## config.mk

```make
export PLATFORM = sky130hd
export DESIGN_NAME = clock_edge_monitor_flat
export DESIGN_NICKNAME = d
export VERILOG_FILES = /design/src/rtl/clock_edge_monitor_if.sv /design/src/rtl/clock_edge_monitor.sv /design/src/flat_wrapper.sv
export SDC_FILE = /design/constraint.sdc
export NUM_CORES = 1
export LEC_CHECK = 0
export CAP_MARGIN = 20
export CORE_MARGIN = 2
export CORE_UTILIZATION = 35
export DETAILED_ROUTE_END_ITERATION = 6
export PLACE_DENSITY = 0.61
export SLEW_MARGIN = 40
export SYNTH_ARGS = -nofsm -noshare
export SYNTH_HDL_FRONTEND = slang
export SYNTH_SLANG_ARGS = --single-unit
```

## constraint.sdc

```tcl
create_clock -name i_clk_mhz -period 3.4 [get_ports i_clk_mhz]
set_input_delay 0.34 -clock i_clk_mhz [delete_from_list [all_inputs] [get_ports i_clk_mhz]]
set_output_delay 0.34 -clock i_clk_mhz [all_outputs]
set_load 0.005 [all_outputs]
```

## src/rtl/clock_edge_monitor_if.sv

```systemverilog
// Divided-clock monitor bundle: far-end clock/reset in, edge/lock status out.
// master drives the far-end signals, slave is the monitor.
interface clock_edge_monitor_if;
  logic        i_clk_div;
  logic        i_rst_div;
  logic        o_rise_ce;
  logic        o_fall_ce;
  logic        o_rst_sync;
  logic        o_locked;
  logic        o_fault;
  logic [15:0] o_period;

  modport master (
    output i_clk_div, i_rst_div,
    input  o_rise_ce, o_fall_ce, o_rst_sync,
    input  o_locked, o_fault, o_period
  );

  modport slave (
    input  i_clk_div, i_rst_div,
    output o_rise_ce, o_fall_ce, o_rst_sync,
    output o_locked, o_fault, o_period
  );
endinterface

```

## src/rtl/clock_edge_monitor.sv

```systemverilog
// Samples a far-end divided clock, times rise-to-rise periods and tracks lock.
// Define CLOCK_EDGE_MONITOR_PERIOD_OUT_EN to build the o_period register.
module clock_edge_monitor #(
  parameter int par_clk_divisor = 1000,
  parameter int par_tolerance   = 2,
  parameter int par_lock_count  = 4
) (
  input logic                 i_clk_mhz,
  input logic                 i_rst_mhz,
  clock_edge_monitor_if.slave bus
);

  typedef enum logic [1:0] {
    IDLE,
    ACQUIRE,
    LOCKED,
    FAULT
  } state_t;

  localparam logic signed [16:0] DIVS = 17'(par_clk_divisor);
  localparam logic signed [16:0] TOL  = 17'(par_tolerance);
  localparam logic        [16:0] TMO  = 17'(2 * par_clk_divisor);
  localparam logic        [3:0]  LOCK = 4'(par_lock_count);

  // [0],[1] synchronizer, [2] history
  logic [2:0]         div_sr;
  logic [1:0]         rdiv_sr;
  logic [1:0]         rst_out_sr;
  logic               rise_q;
  logic               fall_q;
  logic               locked_q;
  logic               fault_q;
  logic [15:0]        cnt;
  logic [15:0]        cnt_inc;
  logic [3:0]         good;
  logic [3:0]         good_inc;
  logic signed [16:0] diff;
  logic               rise;
  logic               fall;
  logic               rdiv;
  logic               in_tol;
  logic               tmo;
  state_t             state;

  assign rise     = div_sr[1] & ~div_sr[2];
  assign fall     = ~div_sr[1] & div_sr[2];
  assign rdiv     = rdiv_sr[1];
  assign cnt_inc  = (cnt == 16'hFFFF) ? cnt : cnt + 16'd1;
  assign good_inc = good + 4'd1;
  assign diff     = $signed({1'b0, cnt}) - DIVS;
  assign in_tol   = (diff <= TOL) && (diff >= -TOL);
  assign tmo      = {1'b0, cnt_inc} > TMO;

  always_ff @(posedge i_clk_mhz or posedge i_rst_mhz) begin
    if (i_rst_mhz) begin
      div_sr  <= '0;
      rdiv_sr <= '0;
      rise_q  <= 1'b0;
      fall_q  <= 1'b0;
      cnt     <= '0;
    end else begin
      div_sr  <= {div_sr[1:0], bus.i_clk_div};
      rdiv_sr <= {rdiv_sr[0], bus.i_rst_div};
      rise_q  <= rise;
      fall_q  <= fall;
      cnt     <= rise ? 16'd1 : cnt_inc;
    end
  end

  // Preset twin of the rst_div synchronizer: releases two cycles after i_rst_mhz
  always_ff @(posedge i_clk_mhz or posedge i_rst_mhz) begin
    if (i_rst_mhz) rst_out_sr <= 2'b11;
    else           rst_out_sr <= {rst_out_sr[0], bus.i_rst_div};
  end

  always_ff @(posedge i_clk_mhz or posedge i_rst_mhz) begin
    if (i_rst_mhz) begin
      state    <= IDLE;
      good     <= '0;
      locked_q <= 1'b0;
      fault_q  <= 1'b0;
    end else if (rdiv) begin
      state    <= IDLE;
      good     <= '0;
      locked_q <= 1'b0;
      fault_q  <= 1'b0;
    end else begin
      unique case (state)
        IDLE: begin
          if (rise) begin
            state <= ACQUIRE;
            good  <= '0;
          end
        end
        ACQUIRE: begin
          if (rise) begin
            if (in_tol) begin
              good <= good_inc;
              if (good_inc >= LOCK) begin
                state    <= LOCKED;
                locked_q <= 1'b1;
              end
            end else begin
              good <= '0;
            end
          end else if (tmo) begin
            state   <= FAULT;
            fault_q <= 1'b1;
          end
        end
        LOCKED: begin
          if ((rise && !in_tol) || (!rise && tmo)) begin
            state    <= FAULT;
            locked_q <= 1'b0;
            fault_q  <= 1'b1;
          end
        end
        FAULT: begin
          if (rise) begin
            state <= ACQUIRE;
            good  <= '0;
          end
        end
        default: state <= IDLE;
      endcase
    end
  end

`ifdef CLOCK_EDGE_MONITOR_PERIOD_OUT_EN
  logic [15:0] period_q;
  logic        eval;

  assign eval = rise && !rdiv &&
                (state == ACQUIRE || state == LOCKED);

  always_ff @(posedge i_clk_mhz or posedge i_rst_mhz) begin
    if (i_rst_mhz) period_q <= '0;
    else if (eval) period_q <= cnt;
  end

  assign bus.o_period = period_q;
`else
  assign bus.o_period = '0;
`endif

  assign bus.o_rise_ce  = rise_q;
  assign bus.o_fall_ce  = fall_q;
  assign bus.o_rst_sync = rst_out_sr[1];
  assign bus.o_locked   = locked_q;
  assign bus.o_fault    = fault_q;

endmodule
```

## src/flat_wrapper.sv

```systemverilog
// flat-port wrapper written by rule: the top's interface ports become plain ports
module clock_edge_monitor_flat 
#(
  parameter int par_clk_divisor = 1000,
  parameter int par_tolerance   = 2,
  parameter int par_lock_count  = 4
)
  (i_clk_mhz, i_rst_mhz, bus_i_clk_div, bus_i_rst_div, bus_o_rise_ce, bus_o_fall_ce, bus_o_rst_sync, bus_o_locked, bus_o_fault, bus_o_period);
  clock_edge_monitor_if bus_i ();
  input logic i_clk_mhz;
  input logic i_rst_mhz;
  input wire logic [$bits(bus_i.i_clk_div)-1:0] bus_i_clk_div;
  input wire logic [$bits(bus_i.i_rst_div)-1:0] bus_i_rst_div;
  output wire logic [$bits(bus_i.o_rise_ce)-1:0] bus_o_rise_ce;
  output wire logic [$bits(bus_i.o_fall_ce)-1:0] bus_o_fall_ce;
  output wire logic [$bits(bus_i.o_rst_sync)-1:0] bus_o_rst_sync;
  output wire logic [$bits(bus_i.o_locked)-1:0] bus_o_locked;
  output wire logic [$bits(bus_i.o_fault)-1:0] bus_o_fault;
  output wire logic [$bits(bus_i.o_period)-1:0] bus_o_period;
  assign bus_i.i_clk_div = bus_i_clk_div;
  assign bus_i.i_rst_div = bus_i_rst_div;
  assign bus_o_rise_ce = bus_i.o_rise_ce;
  assign bus_o_fall_ce = bus_i.o_fall_ce;
  assign bus_o_rst_sync = bus_i.o_rst_sync;
  assign bus_o_locked = bus_i.o_locked;
  assign bus_o_fault = bus_i.o_fault;
  assign bus_o_period = bus_i.o_period;
  clock_edge_monitor #(.par_clk_divisor(par_clk_divisor), .par_tolerance(par_tolerance), .par_lock_count(par_lock_count)) u_core (.i_clk_mhz(i_clk_mhz), .i_rst_mhz(i_rst_mhz), .bus(bus_i));
endmodule
```

==> metrics.txt <==
status=finished clean; Routed WL per cell=14.7 um; Post-Route Skew=0.00412 ns; I/O pin total=25; Reg area=828 um2; Final Wtd Congestion=0.887; Tmin final=2.81 ns; Yosys reg bits=33; share of post-route cells with drive strength above 1=8.42%; DR DRC count=0; Tcrit/Tclk final=82.7%; Max-slew headroom=57.7%; die area=7570 um2; top-count cell post-synth=dfrtp_1; Fin. Hold Viols=0; worst path bufs/invs=1; vias in the first global route=1790; Cells after DPL=345; crit start category=flip-flop; Critical Path Fanout Max=12; Power Dens Cells=487 nW/um2; final instance area=2530 um2; YS warnings=0; ys flop type=dfrtp_1; Nets=286; VDD IR max=0.257 mV; share of the synthesized area in the top cell type=32.2%; CTS Buffer Depth=2; most frequent cells after synthesis=31 x dfrtp_1, 21 x nor2_1, 20 x nand2_1; maxcap violations=0; Antenna Nets Post-Route=0; Post-Layout Cell Count=353; root buffer selected by CTS=clkbuf_8; hold crit path type=flip-flop to flip-flop; Max stage delay on crit path=0.60 ns; leakage=0.00102 uW; H-tree depth=2; Clock Pin Slew Worst Setup and Hold Paths=0.07 ns; Multi-input gate area=1360 um2; Syn Inst Count=272; setup TNS=0 ns; Core Region=6720 um2; Setup Viol. Count Final=0; max-slew violations=0; Total Power=1230 uW; number of port buffers=8; syn_area_per_cell=8.87 um2; Core Util, Final=37.6%; first-pass GRT wire length=8.75 mm; slowest cell on the critical path=dfrtp_1; Seq/Total Area, Yosys=34.3%; post-synth top area cell=dfrtp_1; critical path required time=3.62 ns; Netlist cell types=69; Antenna diodes=0; Post-synth EDFFs=0; final wirelength=5.19 mm; P&R area growth vs syn=4.82%; hold_buf cts=0; TritonCTS buffer count=5; Netlist Area Pre-Place=2410 um2; PostCTS Resize Cnt=0; initial antenna violation count=0; Die X=87.0 um; pin count of the biggest net entering global routing=34; Top Family by Delay on Critical Path=compound AO/OA/AOI/OAI gates; fillers=660; GRT Total Usage=14.4%; worst-margin pin slew=0.629 ns; total grt overflow=0; TritonRoute pass-1 iters=4; Async SR Flop Fraction=100%; drt via density=5.62; Clock Sinks=33; CP Cell Sequence=inv_1, ha_1, xor2_1, nand4_1, a2111o_1, nor4_1, o31ai_1, a311o_1, nand3_1; crit path DAT=3.03 ns; RSZ-0062 raised after global routing=false; DP HPWL=3.65 mm; num rows=30; CP Capture Type=flip-flop; DP Area=2440 um2; top post-synthesis cells by area=dfrtp_1 32%, buf_4 5.6%, ha_1 5.2%; Initial DRC Count=212; setup bufs post-CTS=0; clk_lat worst skew=0.28 ns; starting density of the core=35.9%; Via Count=1984; die height=87.0 um; Setup CP Type=flip-flop to flip-flop; CTS tree=built; Max Freq=0.356 GHz
kinds of logic (layout without fill, tap and decap cells):
logic type                 Yosys count  in the layout  synth area share (%)
adders and majority gates           10             10                  5.19
muxes                                2              2                 0.882
other                                1             16                 0.155
DFF                                 33             33                  34.3
AOI/OAI and AO/OA                   63             63                  19.9
buffers and inverters               47             33                  11.7
and+or+nand+nor                    106            106                  24.3
xor gates and xnor gates            10             10                  3.63
worst reg2reg max path, cell delays in order (launching register included):
cell and delay [ns]:
dfrtp_1 0.60, inv_1 0.15, ha_1 0.34, xor2_1 0.22, nand4_1 0.12, a2111o_1 0.35, nor4_1 0.39, o31ai_1 0.17
a311o_1 0.34, nand3_1 0.07
per-stage QoR:
step | setup slack, ns | hold WS, ns
5_1_grt | 0.340 | 0.366
2_1_floorplan | 0.914 | 0.331
6_report | 0.589 | 0.350
3_3_place_gp | 0.674 | 0.332
4_1_cts | 0.630 | 0.353
3_5_place_dp | 0.638 | 0.336
sequential cells by signal (all words and copies together), names as in the netlist:
| signal | cells |
|---|---|
| u_core.rdiv_sr | 2 |
| u_core.bus.o_fault | 1 |
| u_core.cnt | 16 |
| u_core.bus.o_fall_ce | 1 |
| u_core.div_sr | 3 |
| u_core.bus.o_locked | 1 |
| u_core.rst_out_sr | 2 |
| u_core.state | 2 |
| u_core.bus.o_rise_ce | 1 |
| u_core.good | 4 |
per-layer routing:
metal / track usage [%] / share of wire, %
met1: 20.5 / 47
met2: 21.8 / 46
met5: 0 / 0
met3: 2.75 / 5.0
met4: 5.11 / 1.5
final timing paths:
check                                            start  cells after the start                             end  slack [ns]
setup / recovery               u_core.cnt[3]$_DFF_PP0_                      9     u_core.state[0]$_DFFE_PP0P_        0.59
min in group asynchronous                    i_rst_mhz                      3        u_core.cnt[10]$_DFF_PP0_        0.45
hold reg to reg            u_core.rdiv_sr[0]$_DFF_PP0_                      0     u_core.rdiv_sr[1]$_DFF_PP0_        0.35
setup reg to reg               u_core.cnt[3]$_DFF_PP0_                      9     u_core.state[0]$_DFFE_PP0P_        0.59
hold / removal             u_core.rdiv_sr[0]$_DFF_PP0_                      0     u_core.rdiv_sr[1]$_DFF_PP0_        0.35
max in group asynchronous                    i_rst_mhz                      3  u_core.rst_out_sr[1]$_DFF_PP1_        2.62
layout by cell type, fill, tap and decap left out, drive strengths merged, types with 3 or more instances in the layout:
cell           count
and3               3
o32ai              3
clkdlybuf4s50      8
nor3              12
ha                10
nor2              21
xnor2              4
a21oi              9
clkbuf             5
dfrtp             31
o21ai             10
nand4             11
and4               3
or3                5
conb              16
xor2               6
a211oi             5
clkinv             3
buf                3
a31oi              6
nor4               3
nand2             20
inv               13
nand3             12
nor2b              3
power by group:
part | internal (uW) | total [uW] | switching, uW
registers | 440 | 526 | 85.4
logic | 175 | 415 | 240
clock network | 141 | 290 | 149
total | 757 | 1230 | 475
cell type report:
class / instances / area share (%)
multi-input cells: 207 / 53.7
flip-flops and latches: 33 / 32.8
well taps: 80 / 3.96
repair buffers: 11 / 4.06
clock buffers: 5 / 2.72
clock inverters: 3 / 0.693
inverters: 14 / 2.08
Power figures use the tool's default switching activity.
